--- config.mk ---
export PLATFORM = sky130hd
export DESIGN_NAME = pipe_perf_monitor
export DESIGN_NICKNAME = d
export VERILOG_FILES = /design/src/rtl/perf_mon_pkg.sv /design/src/rtl/perf_trace_fifo.sv /design/src/rtl/pipe_perf_monitor.sv
export SDC_FILE = /design/constraint.sdc
export NUM_CORES = 1
export LEC_CHECK = 0
export ABC_AREA = 1
export ABC_CLOCK_PERIOD_IN_PS = 6700
export BUFFER_PORTS_ARGS = -buffer_cell sky130_fd_sc_hd__buf_4
export CAP_MARGIN = 20
export CORE_UTILIZATION = 44
export CTS_CLUSTER_DIAMETER = 30
export CTS_CLUSTER_SIZE = 20
export DETAILED_ROUTE_END_ITERATION = 10
export GPL_TIMING_DRIVEN = 0
export SYNTH_ARGS = -nofsm -noshare
export SYNTH_HDL_FRONTEND = slang
export SYNTH_SLANG_ARGS = --single-unit
--- constraint.sdc ---
create_clock -name clk_i -period 6.7 [get_ports clk_i]
set_clock_uncertainty 0.1 [all_clocks]
set_input_delay 0.335 -clock clk_i [delete_from_list [all_inputs] [get_ports clk_i]]
set_output_delay 0.335 -clock clk_i [all_outputs]
set_load 0.05 [all_outputs]
--- src/rtl/perf_mon_pkg.sv ---
// Shared types and width helpers for the pipeline performance monitor.
// Includes the state encoding and pointer/select width functions.
package perf_mon_pkg;

  typedef enum logic [1:0] {
    ST_IDLE = 2'b00,
    ST_RUN  = 2'b01,
    ST_DONE = 2'b10
  } state_t;

  // Channel-select width; a single channel still gets a 1-bit select.
  function automatic int sel_width(input int n);
    return (n > 1) ? $clog2(n) : 1;
  endfunction

  // FIFO pointers carry one extra wrap bit to tell full from empty.
  function automatic int ptr_width(input int depth);
    return $clog2(depth) + 1;
  endfunction

endpackage

--- src/rtl/perf_trace_fifo.sv ---
// First-word-fall-through trace FIFO for committed PCs; head and valid are registered.
// A push into a full FIFO without a simultaneous pop is dropped and flagged sticky.
module perf_trace_fifo
  import perf_mon_pkg::*;
#(
  parameter int PC_W        = 32,
  parameter int TRACE_DEPTH = 8
) (
  input  logic            clk_i,
  input  logic            rst_i,
  input  logic            clr_i,
  input  logic            push_i,
  input  logic [PC_W-1:0] pc_i,
  input  logic            pop_i,
  output logic [PC_W-1:0] head_o,
  output logic            valid_o,
  output logic            ovf_o
);

  localparam int AW = $clog2(TRACE_DEPTH);
  localparam int PW = ptr_width(TRACE_DEPTH);

  logic [PC_W-1:0] mem_reg [TRACE_DEPTH];
  logic [PW-1:0]   wr_ptr_reg, rd_ptr_reg, wr_ptr_next, rd_ptr_next;
  logic [PC_W-1:0] head_reg, head_next;
  logic            valid_reg, ovf_reg;
  logic            full, do_push, do_pop;

  assign full    = (wr_ptr_reg[AW-1:0] == rd_ptr_reg[AW-1:0]) &&
                   (wr_ptr_reg[AW] != rd_ptr_reg[AW]);
  assign do_pop  = pop_i && valid_reg;
  assign do_push = push_i && (!full || do_pop);

  assign wr_ptr_next = do_push ? wr_ptr_reg + PW'(1) : wr_ptr_reg;
  assign rd_ptr_next = do_pop  ? rd_ptr_reg + PW'(1) : rd_ptr_reg;

  // The new head may be the word being written on this very edge.
  assign head_next = (do_push && (wr_ptr_reg[AW-1:0] == rd_ptr_next[AW-1:0]))
                     ? pc_i : mem_reg[rd_ptr_next[AW-1:0]];

  always_ff @(posedge clk_i) begin
    if (do_push) mem_reg[wr_ptr_reg[AW-1:0]] <= pc_i;
  end

  always_ff @(posedge clk_i) begin
    if (rst_i || clr_i) begin
      wr_ptr_reg <= '0;
      rd_ptr_reg <= '0;
      head_reg   <= '0;
      valid_reg  <= 1'b0;
      ovf_reg    <= 1'b0;
    end else begin
      wr_ptr_reg <= wr_ptr_next;
      rd_ptr_reg <= rd_ptr_next;
      head_reg   <= head_next;
      valid_reg  <= (wr_ptr_next != rd_ptr_next);
      if (push_i && full && !do_pop) ovf_reg <= 1'b1;
    end
  end

  assign head_o  = head_reg;
  assign valid_o = valid_reg;
  assign ovf_o   = ovf_reg;

endmodule

--- src/rtl/pipe_perf_monitor.sv ---
// Per-cycle pipeline event counters, cycle limit FSM, snapshot bank and PC trace FIFO.
// Optional PERF_MON_SAT_EN: counters saturate at all-ones instead of wrapping.
module pipe_perf_monitor
  import perf_mon_pkg::*;
#(
  parameter int NUM_EVT     = 4,
  parameter int CNT_W       = 32,
  parameter int MAX_CYCLES  = 30,
  parameter int PC_W        = 32,
  parameter int TRACE_DEPTH = 8
) (
  input  logic                          clk_i,
  input  logic                          rst_i,
  input  logic                          start_i,
  input  logic                          clear_i,
  input  logic [NUM_EVT-1:0]            evt_i,
  input  logic [PC_W-1:0]               pc_i,
  input  logic                          pc_valid_i,
  input  logic                          snap_i,
  input  logic [sel_width(NUM_EVT)-1:0] rd_sel_i,
  output logic [CNT_W-1:0]              rd_data_o,
  output logic [CNT_W-1:0]              cycle_o,
  output logic                          done_o,
  output logic [1:0]                    state_o,
  output logic [PC_W-1:0]               trace_pc_o,
  output logic                          trace_valid_o,
  input  logic                          trace_ready_i,
  output logic                          trace_ovf_o
);

  localparam int               SEL_W     = sel_width(NUM_EVT);
  localparam logic [CNT_W-1:0] LIMIT     = CNT_W'(MAX_CYCLES);
  localparam logic [SEL_W:0]   NUM_EVT_L = (SEL_W + 1)'(NUM_EVT);

  state_t           state_reg;
  logic             done_reg;
  logic [CNT_W-1:0] cycle_reg, cycle_next;
  logic [CNT_W-1:0] evt_cnt_reg [NUM_EVT];
  logic [CNT_W-1:0] shadow_reg  [NUM_EVT];
  logic [CNT_W-1:0] rd_data_reg;
  logic             count_en;

  function automatic logic [CNT_W-1:0] bump(input logic [CNT_W-1:0] v);
`ifdef PERF_MON_SAT_EN
    return (v == {CNT_W{1'b1}}) ? v : v + CNT_W'(1);
`else
    return v + CNT_W'(1);
`endif
  endfunction

  // Dropping start_i leaves RUN on that edge without counting it.
  assign count_en   = (state_reg == ST_RUN) && start_i;
  assign cycle_next = bump(cycle_reg);

  always_ff @(posedge clk_i) begin
    if (rst_i || clear_i) begin
      state_reg <= ST_IDLE;
      done_reg  <= 1'b0;
      cycle_reg <= '0;
    end else begin
      case (state_reg)
        ST_IDLE: if (start_i) state_reg <= ST_RUN;
        ST_RUN: begin
          if (!start_i) begin
            state_reg <= ST_IDLE;
          end else begin
            cycle_reg <= cycle_next;
            if ((MAX_CYCLES != 0) && (cycle_next == LIMIT)) begin
              state_reg <= ST_DONE;
              done_reg  <= 1'b1;
            end
          end
        end
        ST_DONE: state_reg <= ST_DONE;
        default: state_reg <= ST_IDLE;
      endcase
    end
  end

  generate
    for (genvar gi = 0; gi < NUM_EVT; gi++) begin : g_evt
      always_ff @(posedge clk_i) begin
        if (rst_i || clear_i) begin
          evt_cnt_reg[gi] <= '0;
          shadow_reg[gi]  <= '0;
        end else begin
          if (snap_i) shadow_reg[gi] <= evt_cnt_reg[gi];
          if (count_en && evt_i[gi]) evt_cnt_reg[gi] <= bump(evt_cnt_reg[gi]);
        end
      end
    end
  endgenerate

  always_ff @(posedge clk_i) begin
    if (rst_i || clear_i) begin
      rd_data_reg <= '0;
    end else if ({1'b0, rd_sel_i} < NUM_EVT_L) begin
      rd_data_reg <= shadow_reg[rd_sel_i];
    end else begin
      rd_data_reg <= '0;
    end
  end

  perf_trace_fifo #(
    .PC_W        (PC_W),
    .TRACE_DEPTH (TRACE_DEPTH)
  ) u_trace_fifo (
    .clk_i   (clk_i),
    .rst_i   (rst_i),
    .clr_i   (clear_i),
    .push_i  ((state_reg == ST_RUN) && pc_valid_i),
    .pc_i    (pc_i),
    .pop_i   (trace_ready_i),
    .head_o  (trace_pc_o),
    .valid_o (trace_valid_o),
    .ovf_o   (trace_ovf_o)
  );

  assign rd_data_o = rd_data_reg;
  assign cycle_o   = cycle_reg;
  assign done_o    = done_reg;
  assign state_o   = state_reg;

endmodule

Yosys cells after proc, flatten, opt, wreduce, memory -nomap -nowiden:

Memory sizes are Yosys's and may differ from the RTL's. A register that Yosys moved wholly into a read port is not among the register bits.
Index checks and enable logic that the tools add are counted.

* bits of input ports: 45
* register bits after elaboration: 45
* output and inout port bits: 101
* memories kept: 3
* memory bits (writable): 512
* bits in latches: 0
* word-level logic and storage cells: 85
* ROM bits: 0

Memory list
* u_trace_fifo.mem_reg: depth 8, width 32, read ports 1, clocked after Yosys merged registers in 1, wr ports 1, line perf_trace_fifo.sv:23 `logic [PC_W-1:0] mem_reg [TRACE_DEPTH];`
* evt_cnt_reg: depth 4, width 32, read ports 4, clocked after Yosys merged registers in 0, wr ports 4, line pipe_perf_monitor.sv:38 `logic [CNT_W-1:0] evt_cnt_reg [NUM_EVT];`
* shadow_reg: depth 4, width 32, read ports 1, clocked after Yosys merged registers in 1, wr ports 4, line pipe_perf_monitor.sv:39 `logic [CNT_W-1:0] shadow_reg [NUM_EVT];`

* eq/ne operators: 8
* reduce and logical (&&, ||, !) cells: 19
* $add $sub $neg: 7
* magnitude comparators: 0
* multipliers: 0
* muxes and demuxes: 33
* shift operators: 0
* divide/modulo/power cells: 0
* bitwise gates (word level): 8

Operators by type and width (count)
* 2-to-1 mux 32 bit: 8
* adder 32 x 1 -> 32 bit, second input constant: 5
* equality test 32 x 5 -> 1 bit, second input constant: 1
* 2-to-1 mux 1 bit: 19
* logical AND 1 bit: 11
* adder 4 x 1 -> 4 bit, second input constant: 2
* 2-to-1 mux 4 bit: 2
* bitwise OR 1 bit: 8
* 2-to-1 mux 2 bit: 3
* case mux 2 bit (3 select lines): 1
* inequality test 4 bit: 1
* AND reduction 2 bit: 2
* equality test 3 bit: 1
* inequality test 3 x 2 -> 1 bit, second input constant: 1
* AND reduction 3 bit: 1
* equality test 2 x 1 -> 1 bit, second input constant: 1
* equality test 2 bit, second input constant: 1
* zero test 1 bit: 2
* zero test 2 bit: 1
* logical OR 1 bit: 2
* inequality test 2 bit, second input constant: 1
* inequality test 1 bit: 1

Depth between registers and ports, before layout:

Gate-level depths: netlist of run 1.

* depth in word-level cells: 7
* gate-level depth with buffers: 14
* gate-level depth less buffers: 14

Modules after synthesis:

From an unflattened synthesis of run 1, not the netlist that was laid out.

* cells, all modules: 2913
* area total of the unflattened synthesis: 27955.6 um2

By module, submodules not included
* pipe_perf_monitor: cells an instance 1880, area each 16101.7 um2, seq. area each 9028.7 um2, instances 1
* perf_trace_fifo: cells an instance 1033, area each 11853.9 um2, seq. area each 8528.2 um2, instances 1

Worst setup path before layout of run 1:

No wires, ideal clock.

* path kind: flip-flop to flip-flop
* from: reg u_trace_fifo.valid_reg (netlist: u_trace_fifo.valid_o)
* to: mem u_trace_fifo.mem_reg[6][0], enable pin
* cell stages (with the launch flop): 9
* required time: 6139 ps
* period minus slack after synthesis: 4229 ps
* path buffers: 0
* slack: 2471 ps
* setup time: 461 ps
* data arrival time: 3668 ps
* cells stage by stage: dfxtp_1 -> nand2_1 -> o21ai_0 -> a21oi_1 -> nand4_1 -> nand2_1 -> inv_1 -> nand2_1 -> nor3_1

* cells in the longest elaborated chain, start to end: 5

Ends and longest elaborated chain
* start: declaration: line perf_trace_fifo.sv:26 `logic valid_reg, ovf_reg;`
* start signal: assignment: line perf_trace_fifo.sv:56 `valid_reg <= (wr_ptr_next != rd_ptr_next);`
* logical AND 1 bit: line perf_trace_fifo.sv:31 `assign do_pop = pop_i && valid_reg;`
* logical OR 1 bit: line perf_trace_fifo.sv:32 `assign do_push = push_i && (!full || do_pop);`
* logical AND 1 bit: line perf_trace_fifo.sv:32
* 2-to-1 mux 1 bit: line perf_trace_fifo.sv:42 `if (do_push) mem_reg[wr_ptr_reg[AW-1:0]] <= pc_i;`
* 2-to-1 mux 1 bit (implied by the code): line perf_trace_fifo.sv:42
* end: declaration: line perf_trace_fifo.sv:23

Every way passes these cells.

Worst setup path in the final report of run 1:

* from: reg u_trace_fifo.rd_ptr_reg[0]
* to: reg u_trace_fifo.head_reg[29] (netlist: u_trace_fifo.head_o[29]), read port of u_trace_fifo.mem_reg

* cells in the longest elaborated chain, start to end: 2

Ends and longest elaborated chain
* start: declaration: line perf_trace_fifo.sv:24 `logic [PW-1:0] wr_ptr_reg, rd_ptr_reg, wr_ptr_next, rd_ptr_next;`
* start signal: assignment: line perf_trace_fifo.sv:54 `rd_ptr_reg <= rd_ptr_next;`
* adder 4 x 1 -> 4 bit: line perf_trace_fifo.sv:35 `assign rd_ptr_next = do_pop ? rd_ptr_reg + PW'(1) : rd_ptr_reg;`
* 2-to-1 mux 4 bit *: line perf_trace_fifo.sv:35
* end: declaration: line perf_trace_fifo.sv:25 `logic [PC_W-1:0] head_reg, head_next;`

Every way passes the cells marked *; elsewhere a longest branch is shown, timed or not.
A chain may end at the register's enable or synchronous reset.

==> results of run 1 <==
[final timing paths]
kind | end | from | slack, ns | cells past startpoint
setup / recovery | u_trace_fifo.head_o[29] | u_trace_fifo.rd_ptr_reg[0] | 3.72 | 9
setup reg to reg | u_trace_fifo.head_o[29] | u_trace_fifo.rd_ptr_reg[0] | 3.72 | 9
hold / removal | u_trace_fifo.ovf_o | pc_valid_i | 0.07 | 4
hold reg to reg | u_trace_fifo.ovf_o | u_trace_fifo.ovf_o | 0.37 | 1
[worst max-delay path: cells and delay by family, from the launching register on]
family	cells	cell delay, ns
buf+inv	3	0.89
compound gates	4	1.07
flops	1	0.39
fa+ha+maj	1	0.25
simple gates	1	0.10
[routing by layer]
| layer | vias up | track usage | part of all wire |
|---|---|---|---|
| met3 | 147 | 0.04405 | 0.056 |
| li1 | 10166 | - | - |
| met2 | 697 | 0.4031 | 0.49 |
| met5 | - | 0 | 0 |
| met4 | 0 | 0.1010 | 0.029 |
| met1 | 9979 | 0.3114 | 0.43 |
[power groups by stage]
stage / logic (uW) / registers (uW) / clock network [uW]
final: 462 / 4330 / 6250
after global routing: 501 / 4340 / 6530
after CTS: 464 / 4330 / 6330
after detailed placement: 444 / 4400 / 0
after global placement: 425 / 4400 / 0
after floorplan: 190 / 4450 / 0
[logic make-up (layout without fill, tap and decap cells)]
kind of cell / count (synthesis) / count (layout) / synth area share
compound gates: 558 / 558 / 0.1086
xor+xnor: 26 / 26 / 0.008304
fa+ha+maj: 8 / 8 / 0.003650
buf+inv: 391 / 823 / 0.05457
flops: 621 / 621 / 0.6403
other cells: 0 / 1 / 0
simple gates: 1156 / 1156 / 0.1847
[layout make-up]
cell class | instances | area (sq um) | share of cell area
Clock buffer | 154 | 3486 | 0.1005
Sequential cell | 621 | 17560 | 0.5059
Inverter | 275 | 1032 | 0.02975
Timing Repair Buffer | 192 | 1723 | 0.04965
Antenna cell | 1 | 2.502 | 0.00007211
Clock inverter | 86 | 917.1 | 0.02643
Buffer | 116 | 464.2 | 0.01338
Tap cell | 837 | 1047 | 0.03018
Multi-Input combinational cell | 1748 | 8473 | 0.2442
[stage by stage]
step	hold WS [ns]	cell area, sq um
3_5_place_dp	0.3594	29970
6_report	0.07029	34700
4_1_cts	0.05026	34700
5_1_grt	0.07777	34700
3_3_place_gp	0.3485	29550
2_1_floorplan	0.3339	27420
[cell usage after synthesis, drive strengths merged]
master,count
clkbuf,87
nor2,574
a31oi,36
inv,273
xor2,21
nand3b,3
a21oi,140
nor4,7
clkinv,2
o21ai,296
o22ai,64
o211ai,4
nor3b,7
o21bai,4
dfxtp,109
o311a,1
a311oi,1
or2,4
xnor2,5
nand2,377
nand4,33
buf,29
and3,1
o31ai,7
nand3,73
nor3,77
ha,8
edfxtp,512
o21a,5
==> flow_metrics.env, run 1 <==
export IMPL_hpwl_microns=52060
export IMPL_end_kind="flip-flop"
export IMPL_setup_slack_ns=3.721
export IMPL_hold_viol_final=0
export IMPL_nFillCells=5247
export IMPL_cp_required_ns=7.15
export IMPL_leakagePower_uw=0.01290
export IMPL_outcome="complete, no violations"
export IMPL_p_per_area_nw_per_um2=318.3
export IMPL_total_power_uw=11050
export IMPL_root_buffer="clkbuf_16"
export IMPL_synth_area_sq_um=27420
export IMPL_antenna_left=0
export IMPL_period_minus_slack_ns=2.979
export IMPL_h_tree_depth=4
export IMPL_path_class="flip-flop to flip-flop"
export IMPL_comb_power_share=0.042
export IMPL_dp_slack_ns=3.106
export IMPL_internal_power_uw=8397
export IMPL_final_cell_mix="536 x nor2_1, 512 x edfxtp_1, 362 x nand2_1, 272 x o21ai_0, 260 x inv_1"
export IMPL_cp_cell_sequence="ha_1 > inv_1 > o21a_1 > buf_2 > clkbuf_1 > o21ai_0 > o22ai_1 > nand2_1 > a31oi_1"
export IMPL_core_area_sq_um=61600
export IMPL_insertion_delay_ns=0.71
export IMPL_gp_congestion=0.8956
export IMPL_seq_area_frac_synth=0.6403
export IMPL_critPathArrivalTime_ns=3.43
export IMPL_drtIter0Drc=1751
export IMPL_clock_power_share=0.566
export IMPL_post_drt_via_cell_ratio=5.208
export IMPL_port_buffers=144
export IMPL_netlist_area_leader_share=0.5607
export IMPL_synth_cell_type_count=46
export IMPL_routed_wl_microns=75940
export IMPL_vias=20989
export IMPL_ir_worst_vdd_v=0.0002414
export IMPL_synth_top_cell_by_area="edfxtp_1"
export IMPL_yosys_top_cells_area="edfxtp_1 56%, dfxtp_1 8.0%, nor2_1 7.4%"
export IMPL_seq_power_share=0.392
export IMPL_placed_cells=3756
export IMPL_clkSinkCount=621
export IMPL_area_delta_synth_final_pct=26.55
export IMPL_swShare=0.2398
export IMPL_hp_class="primary input to flip-flop"
export IMPL_synth_area_per_cell_sq_um=9.935
export IMPL_finalNonFillerCells=4030
export IMPL_antenna_found_initial=0
export IMPL_rsz0062_at_grt="false"
export IMPL_grt_pass1_wl_microns=117400
export IMPL_setup_viol=0
export IMPL_die_h_microns=251.6
export IMPL_worstPathMaxFanout=10
export IMPL_globalRouteOverflowTotal=0
export IMPL_post_cts_resized=0
export IMPL_layout_commonest_cell="nor2_1"
export IMPL_drc_errors=0
export IMPL_synth_seq_cells=621
export IMPL_synthCells=2760
export IMPL_clock_path_buffers=3
export IMPL_drive_gt1_frac=0.1535
export IMPL_synth_nets=2813
export IMPL_final_util=0.5634
export IMPL_dr_pass1_iters=5
export IMPL_setup_tns_ns=0
export IMPL_finalMaxSlewViolations=0
export IMPL_fmax_ghz=0.3357
export IMPL_cts_setup_buffers=0
export IMPL_grt_start_max_net_pins=71
export IMPL_pin_count=146
export IMPL_cp_start_kind="flip-flop"
export IMPL_fin_crit_sh=0.4446
export IMPL_maxSlewHeadroom=0.2824
export IMPL_track_usage=0.2423
export IMPL_fin_nets=3137
export IMPL_start_util=0.4452
export IMPL_clk_pin_slew_ns=0.05
export IMPL_first_global_vias=20869
export IMPL_cts_tree="done"
export IMPL_max_cap_violations=0
export IMPL_cp_slowest_cell="clkbuf_1"
export IMPL_dieArea_sq_um=63320
export IMPL_tightest_slew_ns=1.076
export IMPL_yosysWarnings=0
export IMPL_largest_reg_flops=256
export IMPL_cts_inserted_buffers=130
export IMPL_power_switching_uw=2648
export IMPL_wl_per_cell_microns=18.84
export IMPL_fp_dieW_microns=251.6
export IMPL_ctsHoldBuffers=33
export IMPL_cp_slowest_stage_delay_ns=0.52
export IMPL_rows=91
Power figures use the tool's default switching activity.
==> run 2: changes to the inputs <==
--- a/config.mk
+++ b/config.mk
@@ -6,7 +6,7 @@
 export NUM_CORES = 1
 export LEC_CHECK = 0
 export ABC_AREA = 1
-export ABC_CLOCK_PERIOD_IN_PS = 6700
+export ABC_CLOCK_PERIOD_IN_PS = 2900
 export BUFFER_PORTS_ARGS = -buffer_cell sky130_fd_sc_hd__buf_4
 export CAP_MARGIN = 20
 export CORE_UTILIZATION = 44
==> constraint.sdc (replaced) <==
create_clock -name clk_i -period 2.9 [get_ports clk_i]
set_clock_uncertainty 0.1 [all_clocks]
set_input_delay 0.145 -clock clk_i [delete_from_list [all_inputs] [get_ports clk_i]]
set_output_delay 0.145 -clock clk_i [all_outputs]
set_load 0.05 [all_outputs]
==> flow_metrics.env, run 2 (synthesis gave the netlist of run 1 again) <==
export IMPL_path_class="flip-flop to flip-flop"
export IMPL_nFillCells=5258
export IMPL_globalRouteOverflowTotal=0
export IMPL_tightest_slew_ns=0.9861
export IMPL_fin_nets=3147
export IMPL_hold_viol_final=0
export IMPL_start_util=0.4452
export IMPL_rows=91
export IMPL_antenna_found_initial=1
export IMPL_hpwl_microns=51180
export IMPL_end_kind="flip-flop"
export IMPL_insertion_delay_ns=0.70
export IMPL_ir_worst_vdd_v=0.0006379
export IMPL_largest_reg_flops=256
export IMPL_multi_input_area_sq_um=8497
export IMPL_routed_wl_microns=75500
export IMPL_drive_gt1_frac=0.1577
export IMPL_clkSinkCount=621
export IMPL_cts_inserted_buffers=130
export IMPL_fp_dieW_microns=251.6
export IMPL_grt_pass1_wl_microns=116200
export IMPL_cts_tree="done"
export IMPL_total_power_uw=26220
export IMPL_dieArea_sq_um=63320
export IMPL_grt_start_max_net_pins=73
export IMPL_dr_pass1_iters=11
export IMPL_finalMaxSlewViolations=0
export IMPL_fmax_ghz=0.3603
export IMPL_gp_congestion=1.013
export IMPL_post_drt_via_cell_ratio=5.209
export IMPL_violations="DRC"
export IMPL_area_delta_synth_final_pct=28.12
export IMPL_antenna_left=0
export IMPL_port_buffers=144
export IMPL_core_area_sq_um=61600
export IMPL_wl_per_cell_microns=18.69
export IMPL_critPathArrivalTime_ns=3.24
export IMPL_maxSlewHeadroom=0.3426
export IMPL_layout_commonest_cell="nor2_1"
export IMPL_outcome="complete, but fails checks"
export IMPL_cp_required_ns=3.37
export IMPL_leakagePower_uw=0.01311
export IMPL_pin_count=146
export IMPL_worstPathMaxFanout=10
export IMPL_setup_tns_ns=0
export IMPL_h_tree_depth=4
export IMPL_p_per_area_nw_per_um2=746.3
export IMPL_cp_start_kind="flip-flop"
export IMPL_track_usage=0.2398
export IMPL_max_cap_violations=0
export IMPL_fin_crit_sh=0.9570
export IMPL_root_buffer="clkbuf_16"
export IMPL_clock_path_buffers=3
export IMPL_first_global_vias=20750
export IMPL_regArea_sq_um=17560
export IMPL_hp_class="primary input to flip-flop"
export IMPL_vias=21046
export IMPL_drc_errors=1
export IMPL_die_h_microns=251.6
export IMPL_final_util=0.5703
export IMPL_setup_viol=0
export IMPL_period_minus_slack_ns=2.775
export IMPL_clk_pin_slew_ns=0.05
export IMPL_drtIter0Drc=1813
export IMPL_final_cell_mix="536 x nor2_1, 512 x edfxtp_1, 362 x nand2_1, 272 x o21ai_0, 260 x inv_1"
## run 2: cell types whose count changed in the layout (fill, tap and decap cells not counted), moves of 5 or more
cell | previous run | this run
clkbuf_2 | 2 | 11
bufinv_16 | 5 | 13
clkinv_2 | 20 | 13
clkinv_1 | 14 | 8
inv_6 | 14 | 8
buf_16 | 5 | 10
clkbuf_16 | 132 | 137
dlygate4sd3_1 | 33 | 38
## run 2: worst paths after layout
kind                                            startpoint                      end  slack, ns  depth (start not counted)
worst max-delay path            u_trace_fifo.rd_ptr_reg[0]  u_trace_fifo.head_o[27]       0.12                          9
worst min-delay path                              evt_i[2]       evt_cnt_reg[2][29]       0.03                          3
worst max register to register  u_trace_fifo.rd_ptr_reg[0]  u_trace_fifo.head_o[27]       0.12                          9
worst min register to register          u_trace_fifo.ovf_o       u_trace_fifo.ovf_o       0.37                          1
## run 2: critical path, cell delays in order, from the launching register on
cell,delay (ns)
dfxtp_1,0.34
ha_1,0.29
inv_1,0.05
o21a_1,0.29
buf_2,0.29
clkbuf_1,0.44
o21ai_0,0.19
o22ai_1,0.17
nand2_1,0.09
a31oi_1,0.40
## run 2: report_power, final
part	leakage (uW)	internal, uW	total, uW	switching [uW]
combinational	0.00480	313	1080	772
sequential	0.00611	9880	10000	129
clock	0.00220	10100	15100	5060
## run 2: layout make-up
| cell class | count | area share |
|---|---|---|
| flip-flops and latches | 621 | 0.4997 |
| multi-input cells | 1748 | 0.2419 |
| clock buffers | 163 | 0.1024 |
| repair buffers | 202 | 0.05513 |
| well taps | 837 | 0.02981 |
| inverters | 275 | 0.02938 |
| clock inverters | 77 | 0.02810 |
| plain buffers | 116 | 0.01353 |
| diodes | 1 | 0.00007123 |
## run 2: through the flow
step | area (sq um) | hold slack (ns) | instances | setup WS [ns]
after global routing | 35130 | 0.04121 | 4040 | -0.001818
after global placement | 29570 | 0.2852 | 3741 | -1.952
after CTS | 35060 | 0.002034 | 4037 | 0.01371
final | 35130 | 0.03354 | 4040 | 0.1248
after detailed placement | 30020 | 0.2919 | 3755 | -0.5277
after floorplan | 27440 | 0.1439 | 2760 | -0.4591
## run 2: metal layers
metal / up-vias / part of all wire / GRT usage
met3: 130 / 0.057 / 0.04467
met1: 10008 / 0.43 / 0.3050
met5: - / 0 / 0
li1: 10217 / - / -
met2: 691 / 0.49 / 0.4025
met4: 0 / 0.027 / 0.09791
## run 2: what timing repair did
item,in CTS,in global routing
setup endpoints to repair,48,62
gates resized for setup,1,19
endpoints found under the hold margin,321,0
pin swaps,4,2
hold buffers,38,0
buffers inserted,4,2
